--- config.mk ---
export PLATFORM = sky130hd
export DESIGN_NAME = volume_step_sequencer_flat
export DESIGN_NICKNAME = d
export VERILOG_FILES = /design/src/rtl/volume_step_sequencer_if.sv /design/src/rtl/volume_step_sequencer.sv /design/src/flat_wrapper.sv
export SDC_FILE = /design/constraint.sdc
export NUM_CORES = 1
export LEC_CHECK = 0
export BUFFER_PORTS_ARGS = -buffer_cell sky130_fd_sc_hd__buf_2
export CAP_MARGIN = 20
export CORE_MARGIN = 2
export CORE_UTILIZATION = 57
export DETAILED_ROUTE_END_ITERATION = 10
export GPL_TIMING_DRIVEN = 0
export HOLD_SLACK_MARGIN = 0.15
export PLACE_DENSITY_LB_ADDON = 0.25
export SYNTH_ARGS = -nofsm -noshare
export SYNTH_HDL_FRONTEND = slang
export SYNTH_SLANG_ARGS = --single-unit
export TNS_END_PERCENT = 50
--- constraint.sdc ---
create_clock -name clk -period 4.25 [get_ports clk]
set_input_delay 0.2125 -clock clk [delete_from_list [all_inputs] [get_ports clk]]
set_output_delay 0.2125 -clock clk [all_outputs]
set_load 0.02 [all_outputs]
--- src/rtl/volume_step_sequencer_if.sv ---
// Preset request handshake for the volume step sequencer.
// master drives valid/level, slave returns ready.
interface volume_step_sequencer_if #(
  parameter int LEVEL_W = 4
);
  logic               valid;
  logic [LEVEL_W-1:0] level;
  logic               ready;

  modport master (
    output valid,
    output level,
    input  ready
  );

  modport slave (
    input  valid,
    input  level,
    output ready
  );
endinterface

--- src/rtl/volume_step_sequencer.sv ---
// Turns button holds, preset requests and mute toggles into 1-cycle
// inc/dec pulses for the volume counter, at most one step per tick.
// Ports: clk, rst (sync, active-high), tick, btn_up, btn_dn,
//   mute_toggle, preset (slave handshake), increase_volumn,
//   decrease_volumn, cur_level (shadow), muted, busy.
module volume_step_sequencer #(
  parameter int LEVEL_W      = 4,
  parameter int MAX_LEVEL    = 15,
  parameter int REPEAT_DELAY = 50,
  parameter int REPEAT_RATE  = 10,
  parameter int RAMP_DIV     = 2
) (
  input  logic                clk,
  input  logic                rst,
  input  logic                tick,
  input  logic                btn_up,
  input  logic                btn_dn,
  input  logic                mute_toggle,
  volume_step_sequencer_if.slave preset,
  output logic                increase_volumn,
  output logic                decrease_volumn,
  output logic [LEVEL_W-1:0]  cur_level,
  output logic                muted,
  output logic                busy
);

  localparam int HMAX =
    (REPEAT_DELAY > REPEAT_RATE) ? REPEAT_DELAY : REPEAT_RATE;
  localparam int CW = $clog2(HMAX + 1);
  localparam int RW = $clog2(RAMP_DIV + 1);
  localparam logic [LEVEL_W-1:0] LMAX = LEVEL_W'(MAX_LEVEL);

  typedef enum logic [1:0] {
    IDLE, HOLD_UP, HOLD_DN, RAMP
  } state_t;

  state_t state, state_n;

  logic               up_q, dn_q;
  logic               hold_first, hold_rep;
  logic [CW-1:0]      hold_cnt;
  logic [RW-1:0]      ramp_cnt;
  logic [LEVEL_W-1:0] target, saved_level;

  // Both buttons high counts as neither pressed.
  logic up_eff, dn_eff, up_rise, dn_rise;
  assign up_eff  = btn_up & ~btn_dn;
  assign dn_eff  = btn_dn & ~btn_up;
  assign up_rise = up_eff & ~up_q;
  assign dn_rise = dn_eff & ~dn_q;

  logic held, accept, ramp_hit, in_hold;
  assign in_hold  = (state == HOLD_UP) || (state == HOLD_DN);
  assign held     = ((state == HOLD_UP) && up_eff) ||
                    ((state == HOLD_DN) && dn_eff);
  assign accept   = preset.valid && preset.ready && !mute_toggle;
  assign ramp_hit = (cur_level == target);

  logic [CW-1:0] hold_nxt;
  assign hold_nxt = hold_cnt + CW'(1);

  logic [LEVEL_W-1:0] clamp_lvl;
  assign clamp_lvl =
    ({1'b0, preset.level} > (LEVEL_W + 1)'(MAX_LEVEL)) ?
    LMAX : preset.level;

  always_ff @(posedge clk) begin
    if (rst) state <= IDLE;
    else     state <= state_n;
  end

  always_comb begin
    state_n = state;
    if (up_rise)          state_n = HOLD_UP;
    else if (dn_rise)     state_n = HOLD_DN;
    else if (held)        state_n = state;
    else if (mute_toggle) state_n = RAMP;
    else if (accept)      state_n = RAMP;
    else if (in_hold)     state_n = IDLE;
    else if (state == RAMP && ramp_hit)
      state_n = IDLE;
  end

  logic hold_fire, ramp_fire, go_up, go_dn;
  logic inc_d, dec_d;

  always_comb begin
    hold_fire = tick && held &&
      (hold_first ||
       (!hold_rep && hold_nxt == CW'(REPEAT_DELAY)) ||
       ( hold_rep && hold_nxt == CW'(REPEAT_RATE)));
    ramp_fire = tick && (state == RAMP) &&
      (state_n == RAMP) && (ramp_cnt == '0) &&
      !ramp_hit && !mute_toggle && !accept;
    go_up = (hold_fire && state == HOLD_UP) ||
            (ramp_fire && target > cur_level);
    go_dn = (hold_fire && state == HOLD_DN) ||
            (ramp_fire && target < cur_level);
    inc_d = go_up && (cur_level != LMAX);
    dec_d = go_dn && (cur_level != '0);
    busy  = (state != IDLE);
    preset.ready = ((state == IDLE) || (state == RAMP)) &&
                   !btn_up && !btn_dn;
  end

  always_ff @(posedge clk) begin
    if (rst) begin
      up_q            <= 1'b0;
      dn_q            <= 1'b0;
      increase_volumn <= 1'b0;
      decrease_volumn <= 1'b0;
      cur_level       <= '0;
      muted           <= 1'b0;
      target          <= '0;
      saved_level     <= '0;
      hold_first      <= 1'b0;
      hold_rep        <= 1'b0;
      hold_cnt        <= '0;
      ramp_cnt        <= '0;
    end else begin
      up_q            <= up_eff;
      dn_q            <= dn_eff;
      increase_volumn <= inc_d;
      decrease_volumn <= dec_d;
      if (inc_d)      cur_level <= cur_level + LEVEL_W'(1);
      else if (dec_d) cur_level <= cur_level - LEVEL_W'(1);

      if (up_rise || dn_rise) begin
        muted      <= 1'b0;
        hold_first <= 1'b1;
        hold_rep   <= 1'b0;
        hold_cnt   <= '0;
      end else if (held) begin
        if (tick) begin
          if (hold_first) begin
            hold_first <= 1'b0;
            hold_cnt   <= '0;
          end else if (hold_fire) begin
            hold_rep <= 1'b1;
            hold_cnt <= '0;
          end else begin
            hold_cnt <= hold_nxt;
          end
        end
      end else if (mute_toggle) begin
        if (muted) begin
          target <= saved_level;
          muted  <= 1'b0;
        end else begin
          saved_level <= cur_level;
          target      <= '0;
          muted       <= 1'b1;
        end
      end else if (accept) begin
        target <= clamp_lvl;
        muted  <= 1'b0;
      end

      // Retargeting inside RAMP keeps the divider phase.
      if (state_n == RAMP && state != RAMP)
        ramp_cnt <= '0;
      else if (state == RAMP && tick)
        ramp_cnt <= (ramp_cnt == RW'(RAMP_DIV - 1)) ?
                    '0 : ramp_cnt + RW'(1);
    end
  end

endmodule

--- src/flat_wrapper.sv ---
// flat-port wrapper written by rule: the top's interface ports become plain ports
module volume_step_sequencer_flat 
#(
  parameter int LEVEL_W      = 4,
  parameter int MAX_LEVEL    = 15,
  parameter int REPEAT_DELAY = 50,
  parameter int REPEAT_RATE  = 10,
  parameter int RAMP_DIV     = 2
)
  (clk, rst, tick, btn_up, btn_dn, mute_toggle, increase_volumn, decrease_volumn, cur_level, muted, busy, preset_valid, preset_level, preset_ready);
  volume_step_sequencer_if #(.LEVEL_W(LEVEL_W)) preset_i ();
  input  logic clk;
  input  logic rst;
  input  logic tick;
  input  logic btn_up;
  input  logic btn_dn;
  input  logic mute_toggle;
  output logic increase_volumn;
  output logic decrease_volumn;
  output logic [LEVEL_W-1:0] cur_level;
  output logic muted;
  output logic busy;
  input wire logic [$bits(preset_i.valid)-1:0] preset_valid;
  input wire logic [$bits(preset_i.level)-1:0] preset_level;
  output wire logic [$bits(preset_i.ready)-1:0] preset_ready;
  assign preset_i.valid = preset_valid;
  assign preset_i.level = preset_level;
  assign preset_ready = preset_i.ready;
  volume_step_sequencer #(.LEVEL_W(LEVEL_W), .MAX_LEVEL(MAX_LEVEL), .REPEAT_DELAY(REPEAT_DELAY), .REPEAT_RATE(REPEAT_RATE), .RAMP_DIV(RAMP_DIV)) u_core (.clk(clk), .rst(rst), .tick(tick), .btn_up(btn_up), .btn_dn(btn_dn), .mute_toggle(mute_toggle), .preset(preset_i), .increase_volumn(increase_volumn), .decrease_volumn(decrease_volumn), .cur_level(cur_level), .muted(muted), .busy(busy));
endmodule
-- Yosys cells after proc, flatten, opt, wreduce, memory -nomap -nowiden
Cells that the tools add are included.
- bits in registers: 29
- logic and storage cells: 116
- input port bits: 11
- output and inout port bits: 9
- equal/unequal tests: 10
- bitwise logic cells: 12
- multiplexer cells: 21
- $add $sub $neg: 4
- reductions and logical operators: 54
- order comparisons: 2
- operator list (cell ; number):
    logical AND 1 bit ; 24
    2-to-1 mux 4 bit ; 5
    2-to-1 mux 2 bit ; 8
    2-to-1 mux 6 bit ; 2
    nonzero test 2 bit ; 5
    logical OR 1 bit ; 8
    inverter 1 bit ; 8
    AND reduction 4 bit ; 2
    adder 6 x 1 -> 6 bit, second input constant ; 1
    equality test 2 bit, second input constant ; 3
    equality test 6 x 4 -> 1 bit, second input constant ; 1
    equality test 6 bit, second input constant ; 1
    logical NOT 1 bit ; 6
    2-to-1 mux 1 bit ; 6
    AND reduction 2 bit ; 3
    adder 4 x 1 -> 4 bit, second input constant ; 1
    AND 1 bit ; 4
    equality test 2 x 1 -> 1 bit, second input constant ; 2
    equality test 4 bit ; 1
    > comparator 4 bit ; 1
    logical NOT 2 bit ; 2
    < comparator 4 bit ; 1
    inequality test 4 bit, second input constant ; 1
    nonzero test 4 bit ; 1
    other kinds (5) ; 6

-- Longest topological paths before layout
Gate-level depths: netlist of the first run.
- depth in word-level cells: 22
- depth in mapped cells: 14

-- Least setup slack after synthesis of the first run
No wires, ideal clock.
- path type: flip-flop to flip-flop
- from: register u_core.cur_level[2]
- to: register u_core.cur_level[3]
- cell stages (with the launch flop): 15
- path slack: 0.931 ns
- period minus slack after synthesis: 3.319 ns
- required time: 4.126 ns
- arrival time: 3.196 ns
- path buffers: 0
- cells stage by stage: dfxtp_1 > inv_1 > ha_1 > and4_4 > nor4_2 > nand3_1 > or4_4 > o22ai_2 > inv_1 > ha_1 > a21o_1 > a21oi_1 > nor3_1 > mux2i_1 > nand3_1
- cells in the longest elaborated chain, start to end: 19
- elaborated cells on any way between the ends: 31
- ends and longest elaborated chain (item ; RTL line ; source):
    start, declared ; volume_step_sequencer.sv:22 ; output logic [LEVEL_W-1:0] cur_level,
    start signal, assigned ; volume_step_sequencer.sv:125 ; if (inc_d) cur_level <= cur_level + LEVEL_W'(1);
    start signal, assigned ; volume_step_sequencer.sv:126 ; else if (dec_d) cur_level <= cur_level - LEVEL_W'(1);
    equality test 4 bit ; volume_step_sequencer.sv:57 ; assign ramp_hit = (cur_level == target);
    logical AND 1 bit ; volume_step_sequencer.sv:80 ; else if (state == RAMP && ramp_hit)
    2-to-1 mux 2 bit ; volume_step_sequencer.sv:80 ;
    2-to-1 mux 2 bit ; volume_step_sequencer.sv:79 ; else if (in_hold) state_n = IDLE;
    2-to-1 mux 2 bit ; volume_step_sequencer.sv:78 ; else if (accept) state_n = RAMP;
    2-to-1 mux 2 bit ; volume_step_sequencer.sv:77 ; else if (mute_toggle) state_n = RAMP;
    2-to-1 mux 2 bit ; volume_step_sequencer.sv:76 ; else if (held) state_n = state;
    2-to-1 mux 2 bit ; volume_step_sequencer.sv:75 ; else if (dn_rise) state_n = HOLD_DN;
    2-to-1 mux 2 bit ; volume_step_sequencer.sv:74 ; if (up_rise) state_n = HOLD_UP;
    equality test 2 bit ; volume_step_sequencer.sv:93 ; (state_n == RAMP) && (ramp_cnt == '0) &&
    logical AND 1 bit ; volume_step_sequencer.sv:92 ; ramp_fire = tick && (state == RAMP) &&
    logical AND 1 bit (2 in a row) ; volume_step_sequencer.sv:93 ;
    logical AND 1 bit (2 in a row) ; volume_step_sequencer.sv:94 ; !ramp_hit && !mute_toggle && !accept;
    logical AND 1 bit (on tied branches) ; volume_step_sequencer.sv:96, volume_step_sequencer.sv:98 ;
    logical OR 1 bit (on tied branches) ; volume_step_sequencer.sv:95, volume_step_sequencer.sv:97 ;
    logical AND 1 bit (on tied branches) ; volume_step_sequencer.sv:99, volume_step_sequencer.sv:100 ;
    2-to-1 mux 4 bit or nonzero test 2 bit (tied branches) ; - ;
Several ways; a longest one is shown, not always the timed one. The select of a mux whose other input is x is not followed.
A chain may end at the register's enable or synchronous reset.

-- Worst setup path after layout of the first run
- from: register u_core.cur_level[1]
- to: register u_core.cur_level[3]
The elaborated chain is that of the path after synthesis.

==> flow_summary.yaml, run 1 <==
run_status:
  status: "finished, final reports clean"
routing:
  drc: 0
  wire_per_inst_um: 13.3
  first_iter_violations: 112
  via_count: 1575
  post_drt_via_cell_ratio: 5.86
  ant_nets: 0
  drt_wl_total_mm: 3.58
  drtPass1Iterations: 4
global_routing:
  grt_overflow_total: 0
  grt_pass1_vias: 1376
  track_usage_pct: 23.4
  grt_first_pass_wirelength_mm: 6.16
  antenna_found_initial: 0
  grt_max_degree: 11
final_layout:
  num-fill-cells: 263
  nets: 259
  antenna_cells: 0
  drive_gt1_share_pct: 15.3
  layout_common_cells: "29 x dfxtp_1, 25 x nor2_1, 20 x buf_2, 13 x inv_1"
  area_growth_syn_to_layout_pct: 12.1
  final_common_cell: "dfxtp_1"
synthesis:
  syn_nets: 231
  synth_seq_cells: 29
  async_flop_share_pct: 0
  netlist_instances: 207
  syn-cell-area_mm2: 0.00174
  ys_seq_area_share_pct: 33.3
  syn_area_per_cell_um2: 8.42
  synth_edf_count: 0
  yosys_warnings: 0
  synth_area_leader_cell: "dfxtp_1"
  synth.distinct_cells: 49
  synth_ff_type: "dfxtp_1"
  synth_area_leaders: "dfxtp_1 33%, ha_1 8.6%, nor2_1 5.4%, a311oi_1 4.0%, a21oi_1 3.4%"
  netlist.area_leader.share_pct: 33.3
timing:
  timing.fmax_mhz: 281
  rsz0062_at_grt: "no"
  finClkSkew_ns: 0.00670
  whs_ns: 0.193
  finalSetupTns_ns: 0
  hold_viol_final: 0
  period_share_pct: 83.8
  worst_pin_slew_ns: 0.572
  drv_slew: 0
  period_minus_slack_ns: 3.56
  setup_viol: 0
  fin_ws_ns: 0.688
  relSlewSlack_pct: 61.9
cts:
  ctsHoldBuffers: 3
  cts_tree: "built"
  clk_pin_slew_ns: 0.09
  postCtsSetupBuffers: 0
  htree_levels: 2
  clk_latency_ns: 0.33
  cts_resized: 0
  clock_sinks: 29
  numCtsBuffers: 5
  cts_root_buffer: "clkbuf_4"
  clock_path_buffers: 2
floorplanning:
  rows: 20
  coreArea_mm2: 0.00298
  start_util_pct: 58.5
  die_h_um: 59.3
  dieWidth_um: 59.3
  boundaryPins: 20
  die_area_mm2: 0.00352
run:
  drv_cap: 0
critical_path:
  arrival_ns: 3.78
  crit_required_ns: 4.47
  critPathKind: "reg -> reg"
  endpoint_kind: "flop"
  cp_max_fo: 9
  cp-start-kind: "flop"
place:
  place.gp.congestion: 0.872
  place_ws_ns: 0.706
  hpwlAfterDp_mm: 2.60
  io_buffers: 18
pwr:
  max-vdd-ir-drop_v: 0.000230
  power.density_mw_per_mm2: 277
  power_leakage_nw: 0.772
min_path:
  hp-class: "in -> reg"
layer usage:
layer / up-vias / GRT usage [%] / wire (um) / part of all wire (%)
met1: 713 / 31.1 / 1720 / 48
met3: 11 / 4.80 / 161 / 4.5
li1: 802 / - / - / -
met4: 0 / 12.7 / 98 / 2.7
met5: - / 0 / 0 / 0
met2: 49 / 35.3 / 1600 / 45
sequential cells by signal (all words and copies together) (netlist names):
signal                  cells
u_core.hold_cnt             6
u_core.cur_level            4
u_core.saved_level          4
u_core.target               4
u_core.ramp_cnt             2
u_core.state                2
u_core.decrease_volumn      1
u_core.dn_q                 1
u_core.hold_first           1
u_core.hold_rep             1
u_core.increase_volumn      1
u_core.muted                1
u_core.up_q                 1
kinds of logic (layout without fill, tap and decap cells):
family	after synthesis	count (layout)	synth area share, %
buffers and inverters	21	50	4.67
adders and majority gates	13	13	9.76
muxes	6	6	3.45
AOI/OAI and AO/OA	46	46	20.0
xor gates and xnor gates	2	2	1.01
and+or+nand+nor	90	90	27.9
DFF	29	29	33.3
area by class of cell:
| type | instances | area, um^2 | area share, % |
|---|---|---|---|
| multi-input combinational | 157 | 1080 | 55.3 |
| sequential | 29 | 581 | 29.7 |
| timing repair buffer | 21 | 120 | 6.15 |
| clock buffer | 8 | 48.8 | 2.50 |
| inverter | 13 | 48.8 | 2.50 |
| tap | 33 | 41.3 | 2.11 |
| buffer | 8 | 32.5 | 1.67 |
cell usage after synthesis (2+ instances only):
master    count
a311oi_1      8
o21ai_0       6
inv_1        13
nand2b_1      8
a31oi_1       2
o21ai_1       2
mux2i_1       6
clkbuf_1      5
nand2_1      10
nor2b_1       5
nor3_1        5
nor3b_1       3
nand3b_1      2
buf_2         2
nand3_1      11
and2_1        2
or2_2         3
o21a_1        2
or3_1         2
nor2_1       25
ha_1         12
a21oi_1      12
nand4_1       3
dfxtp_1      29
and3_1        4
a311oi_2      2
path summary, 6_finish.rpt:
kind / from / endpoint / slack, ns / cells past startpoint
worst max-delay path: u_core.cur_level[1]$_SDFFE_PP0P_ / u_core.cur_level[3]$_SDFFE_PP0P_ / 0.69 / 14
worst min-delay path: preset_level[2] / u_core.target[2]$_SDFFE_PP0P_ / 0.19 / 3
worst max register to register: u_core.cur_level[1]$_SDFFE_PP0P_ / u_core.cur_level[3]$_SDFFE_PP0P_ / 0.69 / 14
worst min register to register: u_core.ramp_cnt[1]$_SDFFE_PP0P_ / u_core.ramp_cnt[1]$_SDFFE_PP0P_ / 0.50 / 1
power by group:
part / switching, mW / total [mW] / internal, mW
registers: 0.00772 / 0.288 / 0.280
logic: 0.0547 / 0.0948 / 0.0401
clock network: 0.0934 / 0.159 / 0.0658
total: 0.156 / 0.542 / 0.386
critical path: stages, from the launching register on:
cell and delay (ns):
dfxtp_1 0.53, inv_1 0.08, ha_1 0.31, and4_4 0.17, nor4_2 0.22, nand3_1 0.12
or4_4 0.52, o22ai_2 0.25, inv_1 0.22, ha_1 0.32, a21o_1 0.19, a21oi_1 0.23
nor3_1 0.08, mux2i_1 0.14, nand3_1 0.09
stage by stage:
step / instances / area (um^2) / util, % / power, mW
floorplan: 207 / 1740 / - / 0.361
global placement: 258 / 1870 / 62.9 / 0.384
detailed placement: 258 / 1870 / 62.9 / 0.386
CTS: 269 / 1950 / 65.6 / 0.547
global route: 269 / 1950 / 65.6 / 0.571
finish: 269 / 1950 / 65.6 / 0.542
No activity file was read; power rests on OpenSTA's default activity.
==> run 2, diff against run 1 <==
--- a/config.mk
+++ b/config.mk
@@ -8,7 +8,7 @@
 export BUFFER_PORTS_ARGS = -buffer_cell sky130_fd_sc_hd__buf_2
 export CAP_MARGIN = 20
 export CORE_MARGIN = 2
-export CORE_UTILIZATION = 57
+export CORE_UTILIZATION = 52
 export DETAILED_ROUTE_END_ITERATION = 10
 export GPL_TIMING_DRIVEN = 0
 export HOLD_SLACK_MARGIN = 0.15
==> constraint.sdc (replaced) <==
create_clock -name clk -period 2.9 [get_ports clk]
set_input_delay 0.145 -clock clk [delete_from_list [all_inputs] [get_ports clk]]
set_output_delay 0.145 -clock clk [all_outputs]
set_load 0.02 [all_outputs]
==> run 2 against run 1 <==
  * Sequential power increased by 47%
  * Design area increased by 13%
  * Non-clock buffer count increased by 14
  * Cell count increased by 10%
  * Core utilization increased by 1.6 points
  * Combinational power increased by 65%
  * Flip-flop and latch count unchanged
  * Wire length increased by 15%
  * Via count increased by 5.9%
  * Largest cell class unchanged
==> flow_summary.yaml, run 2 (synthesis gave the netlist of run 1 again) <==
critical_path:
  endpoint_kind: "flop"
  rr_startpoint: "u_core.cur_level[2]$_SDFFE_PP0P_"
  cp_slowest_cell: "or4_4"
  endpoint: "u_core.cur_level[3]$_SDFFE_PP0P_"
  crit_required_ns: 3.13
  crit_start: "u_core.cur_level[2]$_SDFFE_PP0P_"
  cp_max_fo: 5
  reg2reg_to: "u_core.cur_level[3]$_SDFFE_PP0P_"
  critPathKind: "reg -> reg"
  reg2reg_depth: 14
  crit_path_cell_trace: "inv_2 > ha_4 > and4_4 > nor4_4 > nand3_1 > or4_4 > o22ai_4 > inv_4 > ha_4 > a21o_1 > a21oi_2 > nor3_2 > mux2i_1 > nand3_1"
  cpPeakStageDelay_ns: 0.51
  reg2reg_setup_slack_ns: 0.06
  cp-start-kind: "flop"
  arrival_ns: 3.07
global_routing:
  grt_busiest_layer: "met2"
  antenna_found_initial: 0
  met3_usage_pct: 7.04
  use_met2_pct: 37.4
  grt_max_degree: 11
  use_met1_pct: 28.4
  track_usage_pct: 23.3
  grt_first_pass_wirelength_mm: 6.41
  grt_pass1_vias: 1438
  grt_overflow_total: 0
pwr:
  seq_power_share_pct: 51.5
  intPower_mw: 0.574
  p_clk_share_pct: 29.4
  power_leakage_nw: 0.845
  p_sw_mw: 0.245
  max-vdd-ir-drop_v: 0.000275
  pwr-share-comb_pct: 19.0
  power.density_mw_per_mm2: 371
  switching_share_pct: 30.0
timing:
  finalSetupTns_ns: 0
  period_minus_slack_ns: 2.84
  drv_slew: 0
  period_share_pct: 97.9
  rsz0062_at_grt: "yes"
  relSlewSlack_pct: 61.6
  timing.fmax_mhz: 352
  setup_viol: 0
  hold_viol_final: 0
  finClkSkew_ns: 0.0104
  worst_pin_slew_ns: 0.576
final_layout:
  nets: 273
  top_register: "u_core.hold_cnt"
  largest_reg_flops: 6
  layout_common_cells: "25 x nor2_1, 20 x buf_2, 20 x dfxtp_1"
  drive_gt1_share_pct: 28.4
  area_growth_syn_to_layout_pct: 26.6
  final_core_util_pct: 67.2
  final_cell_count_no_fill: 296
  final_common_cell: "nor2_1"
  antenna_cells: 0
place:
  place.gp.congestion: 0.878
  hpwlAfterDp_mm: 2.62
  io_buffers: 18
  dp_cells: 271
cts:
  clk_pin_slew_ns: 0.10
  cts_root_buffer: "clkbuf_4"
  cts_tree: "built"
  htree_levels: 2
  numCtsBuffers: 5
  clock_path_buffers: 2
  clk_latency_ns: 0.34
  clock_sinks: 29
routing:
  drtPass1Iterations: 4
  first_iter_violations: 80
  drt_wl_total_mm: 4.11
  post_drt_via_cell_ratio: 5.64
  ant_nets: 0
  via_count: 1668
  drc: 0
  wire_per_inst_um: 13.9
floorplanning:
  coreArea_mm2: 0.00328
  boundaryPins: 20
  rows: 21
  die_h_um: 61.9
  start_util_pct: 53.1
  die_area_mm2: 0.00383
  dieWidth_um: 61.9
min_path:
  hp-class: "in -> reg"
  min_from: "tick"
run_status:
  status: "finished, final reports clean"
run:
  drv_cap: 0
-- run 2: cell count changes in the layout (fill, tap and decap cells not counted), moves of 2 or more --
| cell | previous run | this run |
|---|---|---|
| buf_4 | 0 | 11 |
| dfxtp_1 | 29 | 20 |
| ha_1 | 12 | 5 |
| dfxtp_2 | 0 | 5 |
| ha_4 | 0 | 5 |
| inv_1 | 13 | 8 |
| dfxtp_4 | 0 | 4 |
| inv_2 | 0 | 4 |
| dlygate4sd3_1 | 3 | 6 |
| ha_2 | 0 | 2 |
-- run 2: worst min-delay path by stage --
stage | to | slack [ns] | cells after the start
after floorplan | u_core.target[0]$_SDFFE_PP0P_ | 0.32 | 2
after global placement | u_core.target[3]$_SDFFE_PP0P_ | 0.42 | 3
after detailed placement | u_core.target[0]$_SDFFE_PP0P_ | 0.43 | 3
after CTS | u_core.ramp_cnt[1]$_SDFFE_PP0P_ | 0.20 | 3
after global routing | u_core.ramp_cnt[1]$_SDFFE_PP0P_ | 0.24 | 3
final | u_core.ramp_cnt[1]$_SDFFE_PP0P_ | 0.21 | 3
-- run 2: critical path: cells and delay by family (launching register included) --
kind	cells	cell delay (ns)
multiplexers	1	0.13
buffers and inverters	2	0.13
AND/OR/NAND/NOR	6	1.11
flip-flops	1	0.36
adder cells (fa/ha/maj)	2	0.44
AO/OA/AOI/OAI	3	0.54
-- run 2: final cells by class --
| cell class | count | area (um^2) |
|---|---|---|
| inverters | 13 | 51.3 |
| multi-input cells | 157 | 1180 |
| clock buffers | 8 | 48.8 |
| well taps | 46 | 57.6 |
| repair buffers | 35 | 233 |
| plain buffers | 8 | 32.5 |
| flip-flops and latches | 29 | 602 |
| fillers | 289 | 1080 |
-- run 2: what timing repair did --
action	in CTS	in global routing
pin swaps	6	4
hold buffers	6	0
gates resized for setup	3	14
endpoints found under the setup margin	3	3
buffers inserted	9	2
endpoints found under the hold margin	6	0
-- run 2: power groups by stage --
stage,logic [mW],registers (mW),clock network [mW]
floorplan,0.101,0.428,0
CTS,0.147,0.419,0.247
detailed placement,0.137,0.430,0
global placement,0.136,0.429,0
global route,0.174,0.424,0.263
finish,0.156,0.422,0.241
-- run 2: metal layers --
| metal | vias to the layer above | wire length [um] |
|---|---|---|
| li1 | 838 | - |
| met1 | 781 | 1870 |
| met2 | 38 | 1990 |
| met3 | 11 | 154 |
| met4 | 0 | 92 |
| met5 | - | 0 |
-- run 2: per-stage QoR --
step	hold slack [ns]	area (um^2)	power, mW	setup WS (ns)
floorplan	0.317	1790	0.530	0.00207
global placement	0.424	1940	0.565	-0.207
detailed placement	0.430	1940	0.566	-0.218
CTS	0.198	2140	0.813	0.00409
global route	0.245	2210	0.861	-0.0925
finish	0.210	2210	0.819	0.0611
==> run 3, diff against run 2 <==
--- a/config.mk
+++ b/config.mk
@@ -8,9 +8,8 @@
 export BUFFER_PORTS_ARGS = -buffer_cell sky130_fd_sc_hd__buf_2
 export CAP_MARGIN = 20
 export CORE_MARGIN = 2
-export CORE_UTILIZATION = 52
+export CORE_UTILIZATION = 62
 export DETAILED_ROUTE_END_ITERATION = 10
-export GPL_TIMING_DRIVEN = 0
 export HOLD_SLACK_MARGIN = 0.15
 export PLACE_DENSITY_LB_ADDON = 0.25
 export SYNTH_ARGS = -nofsm -noshare
==> constraint.sdc (replaced) <==
create_clock -name clk -period 3.45 [get_ports clk]
set_input_delay 0.1725 -clock clk [delete_from_list [all_inputs] [get_ports clk]]
set_output_delay 0.1725 -clock clk [all_outputs]
set_load 0.02 [all_outputs]
==> run 3 against run 2 <==
  * Sequential power decreased by 16%
  * Setup slack improved by 0.19 ns
  * Wire length increased by 1.9%
  * Largest cell class unchanged
  * Largest power group unchanged
==> flow_summary.yaml, run 3 (synthesis gave the netlist of run 1 again) <==
critical_path:
  crit_path_cell_trace: "inv_1 > ha_1 > and4_4 > nor4_2 > nand3_1 > or4_4 > o22ai_2 > inv_2 > ha_1 > a21o_1 > a21oi_2 > nor3_1 > mux2i_1 > nand3_1"
  cp_max_fo: 9
  critPathKind: "reg -> reg"
  cp-start-kind: "flop"
  endpoint_kind: "flop"
  arrival_ns: 3.41
  crit_required_ns: 3.66
  cpPeakStageDelay_ns: 0.52
  cp_slowest_cell: "or4_4"
place:
  place.gp.congestion: 0.912
  dp_cells: 252
  io_buffers: 19
  place_ws_ns: 0.114
  hpwlAfterDp_mm: 3.04
floorplanning:
  die_area_mm2: 0.00325
  die_h_um: 57.0
  rows: 19
  start_util_pct: 64.3
  coreArea_mm2: 0.00271
  boundaryPins: 20
  dieWidth_um: 57.0
final_layout:
  multiInputGateArea_mm2: 0.00109
  ff_latch_area_um2: 583
  nets: 256
  final_common_cell: "dfxtp_1"
  layout_common_cells: "27 x dfxtp_1, 25 x nor2_1, 19 x buf_2, 12 x inv_1, 12 x ha_1"
  largest_reg_flops: 6
  final_core_util_pct: 74.0
  num-fill-cells: 208
  top_register: "u_core.hold_cnt"
  final_cell_count_no_fill: 264
  drive_gt1_share_pct: 19.3
  area_growth_syn_to_layout_pct: 15.1
  antenna_cells: 0
timing:
  hold_viol_final: 0
  relSlewSlack_pct: 61.9
  finClkSkew_ns: 0.00417
  period_share_pct: 92.7
  setup_viol: 0
  timing.fmax_mhz: 313
  period_minus_slack_ns: 3.20
  drv_slew: 0
  fin_ws_ns: 0.253
  worst_pin_slew_ns: 0.571
  rsz0062_at_grt: "no"
  finalSetupTns_ns: 0
cts:
  clk_latency_ns: 0.32
  clock_sinks: 29
  cts_tree: "built"
  cts_root_buffer: "clkbuf_4"
  numCtsBuffers: 5
  postCtsSetupBuffers: 0
  clock_path_buffers: 2
  clk_pin_slew_ns: 0.09
  htree_levels: 2
pwr:
  p_clk_share_pct: 38.2
  switching_share_pct: 26.0
  max-vdd-ir-drop_v: 0.000452
  power.density_mw_per_mm2: 383
  pwr-share-comb_pct: 15.4
  seq_power_share_pct: 46.3
  power_leakage_nw: 0.800
  intPower_mw: 0.568
  p_sw_mw: 0.200
global_routing:
  antenna_found_initial: 0
  grt_max_degree: 24
  grt_first_pass_wirelength_mm: 6.84
  grt_overflow_total: 0
  grt_pass1_vias: 1566
  track_usage_pct: 26.9
routing:
  via_count: 1667
  first_iter_violations: 97
  drc: 0
  drtPass1Iterations: 5
  wire_per_inst_um: 15.8
  drt_wl_total_mm: 4.18
  post_drt_via_cell_ratio: 6.31
  ant_nets: 0
min_path:
  hp-class: "in -> reg"
run_status:
  status: "finished, final reports clean"
run:
  drv_cap: 0
run 3: worst paths after layout:
kind	start	to	slack (ns)	depth (start not counted)
hold / removal	btn_up	u_core.dn_q$_SDFF_PP0_	0.19	3
hold reg to reg	u_core.saved_level[2]$_SDFFE_PP0P_	u_core.target[2]$_SDFFE_PP0P_	0.51	2
setup / recovery	u_core.cur_level[2]$_SDFFE_PP0P_	u_core.cur_level[3]$_SDFFE_PP0P_	0.25	14
setup reg to reg	u_core.cur_level[2]$_SDFFE_PP0P_	u_core.cur_level[3]$_SDFFE_PP0P_	0.25	14
run 3: what timing repair did:
item | 4_1_cts | 5_1_grt
hold buffers | 3 | 1
setup endpoints to repair | 0 | 1
endpoints found under the hold margin | 3 | 1
gates resized for setup | 0 | 5
run 3: worst max-delay path, delay by kind of cell, from the launching register on:
kind | cells | cell delay [ns]
AO/OA/AOI/OAI | 3 | 0.56
adder cells (fa/ha/maj) | 2 | 0.61
buffers and inverters | 2 | 0.20
flip-flops | 1 | 0.38
multiplexers | 1 | 0.16
AND/OR/NAND/NOR | 6 | 1.19
run 3: cell type report:
class / count / area share (%)
Tap cell: 31 / 1.93
Sequential cell: 29 / 29.1
Timing Repair Buffer: 26 / 7.86
Multi-Input combinational cell: 157 / 54.5
Clock inverter: 1 / 1.50
Clock buffer: 7 / 2.74
Inverter: 13 / 2.43
run 3: power groups by stage:
stage	registers, mW	clock network, mW	logic (mW)
after global routing	0.357	0.313	0.131
after global placement	0.362	0	0.108
final	0.356	0.293	0.118
after detailed placement	0.363	0	0.113
after CTS	0.355	0.298	0.117
after floorplan	0.362	0	0.0825
run 3: through the flow:
| step | hold WS, ns | total power, mW | area, um^2 |
|---|---|---|---|
| finish | 0.191 | 0.767 | 2010 |
| global route | 0.196 | 0.801 | 2010 |
| CTS | 0.150 | 0.770 | 1980 |
| detailed placement | 0.463 | 0.476 | 1870 |
| global placement | 0.452 | 0.470 | 1870 |
| floorplan | 0.345 | 0.444 | 1740 |
run 3: layer usage:
metal / wire [um] / GRT usage [%]
met1: 1670 / 31.3
met2: 2210 / 47.9
met3: 269 / 8.62
met4: 30 / 6.31
met5: 0 / 0
